==> src/rtl/fetch_sched_pkg.sv <==
// Purpose: shared fetch-scheduler types: FSM states, PC-mux select codes, redirect sources.
// Latency: n/a (types and a pure function only).
// Backpressure: n/a.
package fetch_sched_pkg;

    // Fetch FSM: an access is in flight (S_WAIT) or the instruction word is valid (S_READY).
    typedef enum logic {
        S_WAIT  = 1'b0,
        S_READY = 1'b1
    } fetch_state_e;

    // PC mux select driven on pc_sel.
    typedef enum logic [1:0] {
        PC_SEL_SEQ   = 2'd0,    // PC + 4
        PC_SEL_REDIR = 2'd1     // redirect target on pc_tgt
    } pc_sel_e;

    // Which redirect request won arbitration.
    typedef enum logic [1:0] {
        REDIR_NONE = 2'd0,
        REDIR_W    = 2'd1,
        REDIR_E    = 2'd2,
        REDIR_RV   = 2'd3
    } redir_src_e;

    // The oldest instruction in the pipe wins: W beats E, and the ARM E-stage
    // branch beats the RISC-V E-stage branch/jump.
    function automatic redir_src_e redir_pick(input logic w, input logic e, input logic rv);
        redir_src_e src;
        if (w) begin
            src = REDIR_W;
        end else if (e) begin
            src = REDIR_E;
        end else if (rv) begin
            src = REDIR_RV;
        end else begin
            src = REDIR_NONE;
        end
        return src;
    endfunction

endpackage

==> src/rtl/fetch_sched_redir_arb.sv <==
// Purpose: fixed-priority arbiter across the three redirect requests; outputs valid + winning target.
// Latency: combinational, 0 cycles.
// Backpressure: none; a redirect is never held off.
// Ports: redir_w/e/rv + tgt_w/e/rv in; valid (any redirect), pc_tgt (winner's target, 0 when none) out.
module redir_arb
    import fetch_sched_pkg::*;
(
    input  logic        redir_w,
    input  logic        redir_e,
    input  logic        redir_rv,
    input  logic [31:0] tgt_w,
    input  logic [31:0] tgt_e,
    input  logic [31:0] tgt_rv,
    output logic        valid,
    output logic [31:0] pc_tgt
);

    always_comb begin
        valid  = 1'b1;
        pc_tgt = '0;
        case (redir_pick(redir_w, redir_e, redir_rv))
            REDIR_W:  pc_tgt = tgt_w;
            REDIR_E:  pc_tgt = tgt_e;
            REDIR_RV: pc_tgt = tgt_rv;
            default:  valid  = 1'b0;
        endcase
    end

endmodule

==> src/rtl/fetch_sched.sv <==
// Purpose: fetch scheduler: PC enable/select, D/E stall+flush, program-memory wait-state sequencing.
// Latency: outputs combinational; redirect -> PC load 0 cycles, PC load -> valid word WAIT_CYCLES cycles.
// Backpressure: hazard_stall holds the PC and D; redirects override stalls and flush D and E.
// Ports: clk, rst (async, active-low); redir_w/e/rv + tgt_w/e/rv; hazard_stall;
//        pc_en, pc_sel, pc_tgt, stall_d, flush_d, flush_e, fetch_busy.
// Build option: define FETCH_WAITSTATE_EN to include the wait-state FSM and counter; without it
//        WAIT_CYCLES is ignored, fetch_busy is 0 and the scheduler behaves as if always in S_READY.
module fetch_sched
    import fetch_sched_pkg::*;
#(
    parameter int unsigned WAIT_CYCLES = 2   // program-memory wait states per fetch, 0..15
) (
    input  logic        clk,
    input  logic        rst,
    input  logic        redir_w,
    input  logic        redir_e,
    input  logic        redir_rv,
    input  logic [31:0] tgt_w,
    input  logic [31:0] tgt_e,
    input  logic [31:0] tgt_rv,
    input  logic        hazard_stall,
    output logic        pc_en,
    output logic [1:0]  pc_sel,
    output logic [31:0] pc_tgt,
    output logic        stall_d,
    output logic        flush_d,
    output logic        flush_e,
    output logic        fetch_busy
);

    logic redir_vld;
    logic in_wait;

    redir_arb u_redir_arb (
        .redir_w  (redir_w),
        .redir_e  (redir_e),
        .redir_rv (redir_rv),
        .tgt_w    (tgt_w),
        .tgt_e    (tgt_e),
        .tgt_rv   (tgt_rv),
        .valid    (redir_vld),
        .pc_tgt   (pc_tgt)
    );

`ifdef FETCH_WAITSTATE_EN
    localparam logic [3:0]   WAIT_LD    = 4'(WAIT_CYCLES);
    // Every PC load (and reset) starts a new access; with zero wait states
    // the word is valid straight away, so the FSM never leaves S_READY.
    localparam fetch_state_e LOAD_STATE = (WAIT_CYCLES == 0) ? S_READY : S_WAIT;

    fetch_state_e state;
    logic [3:0]   cnt;

    always_ff @(posedge clk or negedge rst) begin
        if (!rst) begin
            state <= LOAD_STATE;
            cnt   <= WAIT_LD;
        end else if (redir_vld) begin
            // Redirect discards whatever access was in flight.
            state <= LOAD_STATE;
            cnt   <= WAIT_LD;
        end else begin
            case (state)
                S_WAIT: begin
                    if (cnt != 4'd0) begin
                        cnt <= cnt - 4'd1;
                    end
                    if (cnt <= 4'd1) begin
                        state <= S_READY;
                    end
                end
                S_READY: begin
                    // pc_en is !hazard_stall here, so that is exactly a PC load.
                    if (!hazard_stall) begin
                        state <= LOAD_STATE;
                        cnt   <= WAIT_LD;
                    end
                end
                default: begin
                    state <= LOAD_STATE;
                    cnt   <= WAIT_LD;
                end
            endcase
        end
    end

    assign in_wait = (state == S_WAIT);
`else
    logic unused_wait_cfg;
    assign unused_wait_cfg = ^4'(WAIT_CYCLES);
    assign in_wait         = 1'b0;
`endif

    assign fetch_busy = in_wait;

    // stall_d and flush_d are mutually exclusive in every branch: a redirect
    // forces flush and drops the stall, and in S_WAIT they are complements.
    always_comb begin
        pc_en   = 1'b0;
        pc_sel  = PC_SEL_SEQ;
        stall_d = 1'b0;
        flush_d = 1'b0;
        flush_e = 1'b0;
        if (redir_vld) begin
            pc_en   = 1'b1;
            pc_sel  = PC_SEL_REDIR;
            flush_d = 1'b1;
            flush_e = 1'b1;
        end else if (in_wait) begin
            // No word to hand to D: insert a bubble unless D is being held.
            stall_d = hazard_stall;
            flush_d = !hazard_stall;
            flush_e = hazard_stall;
        end else begin
            pc_en   = !hazard_stall;
            stall_d = hazard_stall;
            flush_e = hazard_stall;
        end
    end

endmodule
==> config.mk <==
export PLATFORM = sky130hd
export DESIGN_NAME = fetch_sched
export DESIGN_NICKNAME = d
export VERILOG_FILES = /design/src/rtl/fetch_sched_pkg.sv /design/src/rtl/fetch_sched_redir_arb.sv /design/src/rtl/fetch_sched.sv
export SDC_FILE = /design/constraint.sdc
export NUM_CORES = 1
export LEC_CHECK = 0
export ABC_AREA = 1
export CAP_MARGIN = 20
export CORE_AREA = 2 2 54 56
export DETAILED_ROUTE_END_ITERATION = 10
export DIE_AREA = 0 0 56 58
export DONT_BUFFER_PORTS = 1
export GPL_TIMING_DRIVEN = 0
export PLACE_DENSITY = 0.37
export SLEW_MARGIN = 15
export SYNTH_ARGS = -nofsm -noshare
export SYNTH_HDL_FRONTEND = slang
export SYNTH_SLANG_ARGS = --single-unit
==> constraint.sdc <==
create_clock -name vclk -period 1.5
set_input_delay 0.375 -clock vclk [all_inputs]
set_output_delay 0.375 -clock vclk [all_outputs]
set_load 0.005 [all_outputs]
-- Word-level counts from Yosys, hierarchy flattened
Index checks and enable logic that the tools add are counted.
- register bits: 0
- bits of input ports: 102
- output and inout port bits: 39
- logic and storage cells: 15
- eq/ne operators: 3
- multiplexer cells: 10
- reductions and logical operators: 2
- operators with widths (cell ; count):
    case mux 32 bit (3 select lines) ; 1
    2-to-1 mux 1 bit ; 6
    2-to-1 mux 2 bit ; 3
    equality test 2 bit (second input constant) ; 2
    OR reduction 3 bit ; 1
    equality test 2 x 1 -> 1 bit (second input constant) ; 1
    zero test 1 bit ; 1

-- Depth between registers and ports, before layout
- depth in word-level cells: 7
- mapped depth: 6
- mapped depth without buffers: 5

-- By module
Synthesis repeated with hierarchy kept, for this count alone.
- cells, all modules: 157
- area, all modules: 749.5 um2
- by module, submodules not included (module ; instances ; cells each ; area an instance (um2) ; seq. area each (um2)):
    redir_arb ; 1 ; 148 ; 701.9 ; 0.0
    fetch_sched ; 1 ; 9 ; 47.5 ; 0.0

-- Worst setup path before layout
OpenSTA, ideal clock, no wires.
- path kind: in2out
- from: input redir_w
- to: output pc_tgt[0]
- arrival time: 982 ps
- required time: 1125 ps
- setup slack: 143 ps
- cell stages on the path: 5
- path buffers: 2
- cell sequence: buf_4 > nor2_4 > buf_2 > nand3_1 > nand3_1
- word-level cells in the longest chain between the ends: 3
- ends and longest elaborated chain (element ; RTL line ; RTL):
    from (decl) ; fetch_sched.sv:15 ; input logic redir_w,
    2-to-1 mux 2 bit (*) ; fetch_sched_pkg.sv:30 ; if (w) begin
    equality test 2 bit / equality test 2 x 1 -> 1 bit (equally long branches) ; fetch_sched_redir_arb.sv:21 ; case (redir_pick(redir_w, redir_e, redir_rv))
    case mux 32 bit (3 select lines) (*) ; fetch_sched_redir_arb.sv:21 ;
    to (decl) ; fetch_sched.sv:24 ; output logic [31:0] pc_tgt,
Mark *: on every way between the ends. The rest lies on a longest branch, timed or not.

-- Worst setup path after layout
- from: input redir_w
- to: output pc_tgt[21]
The elaborated chain is that of the path after synthesis.

==> impl_summary.txt <==
----------------------------------------------------
[Floorplanning]
  Top Ports ... between 100 and 150
  Horiz. Die Dim ... 56 um
  Chip Height ... 58 um
  Starting Density ... 0.267
  Total die area ... between 3000 and 4000 um2
  Row Count ... 19
  Core Region ... ~2700 um2

[STA]
  Total count of hold-check failures in the final report ... 0
  Worst hold margin ... 0.843 ns
  Share of the clock period used by the worst path ... 0.949
  Sum of negative setup slack ... 0 ns
  RSZ-0062 raised after global routing ... yes
  Count of final max-slew check failures ... 0
  Setup-violating endpoint count in the final report ... 0
  Achievable frequency ... 0.703 GHz
  Setup WS post-layout ... 0.0770 ns
  Time the worst path needs with I/O delays and setup ... ~1.4 ns

[Place]
  Gp weighted congestion ... 0.663
  Half-perimeter wire length after detailed placement ... 2120 um
  Dpl ws ... -0.0339 ns
  Number of input and output port buffers inserted ... 0

[Worst hold path]
  Launch instance of the worst min-delay path ... hazard_stall
  Hold Crit Endpoint ... flush_e
  Cell count of the worst hold path ... 1
  Hold Path Class ... in2out

[Layout]
  Seq. cell area ... 0 um2
  Synthesis-to-finish area growth ... 11.2%
  Clock buffer count in the final layout ... 0
  Number of sequential storage elements ... 0
  Number of fill cells in the layout ... 299
  Layout cell share with drive strength beyond 1 ... 0.140
  Antenna diode instance count ... 0
  Nets@finish ... 261

[GRT]
  Vias in the first global route ... 875
  First-pass GRT wire length ... 3710 um
  Number of antenna violations at the first check in global routing ... 0
  Largest net degree at the start of global routing ... 11
  Aggregate global-route resource usage ... 0.133
  Leftover overflow at the end of global routing ... 0

[Setup path]
  Worst-path fanout max ... 10
  Startpoint types ... input port
  Critical Path Sink Type ... output port
  Arrival @ worst endpoint ... between 1 and 1.5 ns
  Crit Path Category ... in2out
  Worst EP required ... around 1.1 ns

[Power and ir drop]
  Total power after layout ... ~0.21 mW
  IR Drop Worst-Case VDD ... 128 uV
  Clk pwr share ... 0
  Total net switching power ... 0.128 mW
  Reg power frac ... 0
  Switching power as a share of total power ... 0.615
  Part of the total power dissipated in combinational logic ... 1.000
  Leakage power of the design ... 0.390 nW
  Total power density per cell area ... 262 nW/um2
  Power Internal ... 0.0801 mW

[Drt]
  Number of vias in the routed layout ... between 1000 and 1500
  First-iteration detailed-routing DRC count ... 47
  Final routed DRC violation total ... 0
  Sum of routed wire length over all layers ... 2500 um
  Detailed-routing iteration count for the pre-antenna-repair pass ... 5
  Remaining antenna violation count ... 0
  Via density per instance ... approximately 5.4
  Routed wire length per instance ... approximately 13 um

[Clocking]
  Number of hold buffers added after cts ... 0

[Synth]
  Top area cells in the synthesized netlist ... sky130_fd_sc_hd__nand3_1 46%, sky130_fd_sc_hd__nand2_1 34%, sky130_fd_sc_hd__buf_2 6.3%
  Number of standard cells after synthesis ... between 150 and 200
  Proportion of netlist area held by the largest area contributor ... 0.457
  Portion of the post-synthesis area used by sequential elements ... 0
  Warnings from Yosys ... 0
  Post-synthesis instance area ... approximately 710 um2
  Number of distinct standard cells referenced by the synthesized netlist ... 11
  Synth Area per Inst ... 4.59 um2
  Yosys top cell by area ... sky130_fd_sc_hd__nand3_1

[Run status]
  Outcome ... finished, final reports clean

[Run]
  Max-capacitance violation count ... 0

----------------------------------------------------
==> kinds of logic (layout without fill, tap and decap cells) <==
group / Yosys count / after routing / synth area share
simple gates: 135 / 135 / 0.858
buf+inv: 19 / 20 / 0.137
other cells: 1 / 2 / 0.00527
==> critical path: stages <==
cell and delay (ns):
sky130_fd_sc_hd__buf_4 0.16, sky130_fd_sc_hd__nor2_4 0.16, sky130_fd_sc_hd__buf_4 0.19, sky130_fd_sc_hd__nand2_1 0.06
sky130_fd_sc_hd__nand3_1 0.10
==> power groups by stage <==
| stage | Sequential (mW) | Combinational (mW) | Clock, mW |
|---|---|---|---|
| 2_1_floorplan | 0 | 0.166 | 0 |
| 4_1_cts | 0 | 0.201 | 0 |
| 5_1_grt | 0 | 0.236 | 0 |
| 6_report | 0 | 0.208 | 0 |
| 3_3_place_gp | 0 | 0.198 | 0 |
| 3_5_place_dp | 0 | 0.199 | 0 |
==> Yosys cell counts <==
| master | count |
|---|---|
| sky130_fd_sc_hd__clkbuf_1 | 3 |
| sky130_fd_sc_hd__buf_4 | 4 |
| sky130_fd_sc_hd__buf_2 | 9 |
| sky130_fd_sc_hd__nand2_2 | 1 |
| sky130_fd_sc_hd__nand3_1 | 65 |
| sky130_fd_sc_hd__conb_1 | 1 |
| sky130_fd_sc_hd__nand2_1 | 65 |
| sky130_fd_sc_hd__or2_2 | 1 |
| sky130_fd_sc_hd__nor2_4 | 2 |
| sky130_fd_sc_hd__inv_1 | 3 |
| sky130_fd_sc_hd__nor2_2 | 1 |
==> metrics by stage <==
| stage | std cells | area (um2) | utilization |
|---|---|---|---|
| final | 188 | 792 | 0.297 |
| after global routing | 188 | 792 | 0.297 |
| after CTS | 187 | 758 | 0.285 |
| after detailed placement | 187 | 754 | 0.283 |
| after global placement | 187 | 754 | 0.283 |
| after floorplan | 156 | 716 | - |
==> how the worst max path moves through the flow <==
stage	from	endpoint	slack, ns
2_1_floorplan	redir_w	pc_tgt[0]	0.14
3_3_place_gp	redir_w	pc_tgt[23]	-0.01
3_5_place_dp	redir_w	pc_tgt[21]	-0.03
4_1_cts	redir_w	pc_tgt[15]	-0.01
5_1_grt	redir_e	pc_tgt[24]	-0.005
6_report	redir_w	pc_tgt[21]	0.08
==> layout by cell type (no fill, tap or decap) <==
| cell | Yosys | layout |
|---|---|---|
| sky130_fd_sc_hd__nor2_4 | 2 | 2 |
| sky130_fd_sc_hd__nand2_1 | 65 | 65 |
| sky130_fd_sc_hd__conb_1 | 1 | 2 |
| sky130_fd_sc_hd__buf_6 | 0 | 3 |
| sky130_fd_sc_hd__clkbuf_2 | 0 | 3 |
| sky130_fd_sc_hd__nand2_2 | 1 | 1 |
| sky130_fd_sc_hd__or2_2 | 1 | 1 |
| sky130_fd_sc_hd__buf_2 | 9 | 3 |
| sky130_fd_sc_hd__inv_1 | 3 | 3 |
| sky130_fd_sc_hd__buf_4 | 4 | 8 |
| sky130_fd_sc_hd__nor2_2 | 1 | 1 |
| sky130_fd_sc_hd__nand3_1 | 65 | 65 |
==> repair_timing <==
| action | 4_1_cts | 5_1_grt |
|---|---|---|
| gates resized for setup | 2 | 17 |
| setup buffers | 0 | 1 |
| hold endpoints to repair | 0 | 0 |
| pin swaps | 0 | 1 |
| endpoints found under the setup margin | 12 | 30 |
==> final cells by class <==
type | instances | area [um2] | area share
Buffer | 16 | 116 | 0.147
Timing Repair Buffer | 1 | 7.51 | 0.00948
Multi-Input combinational cell | 137 | 618 | 0.780
Tap cell | 31 | 38.8 | 0.0490
Inverter | 3 | 11.3 | 0.0142
==> routing by layer <==
layer	up-vias	track usage	share of wire
li1	514	-	-
met4	0	0	0
met2	79	0.267	0.52
met1	431	0.164	0.36
met3	0	0.00893	0.11
met5	-	0	0
Note: power is estimated with default switching activity, not from simulation.
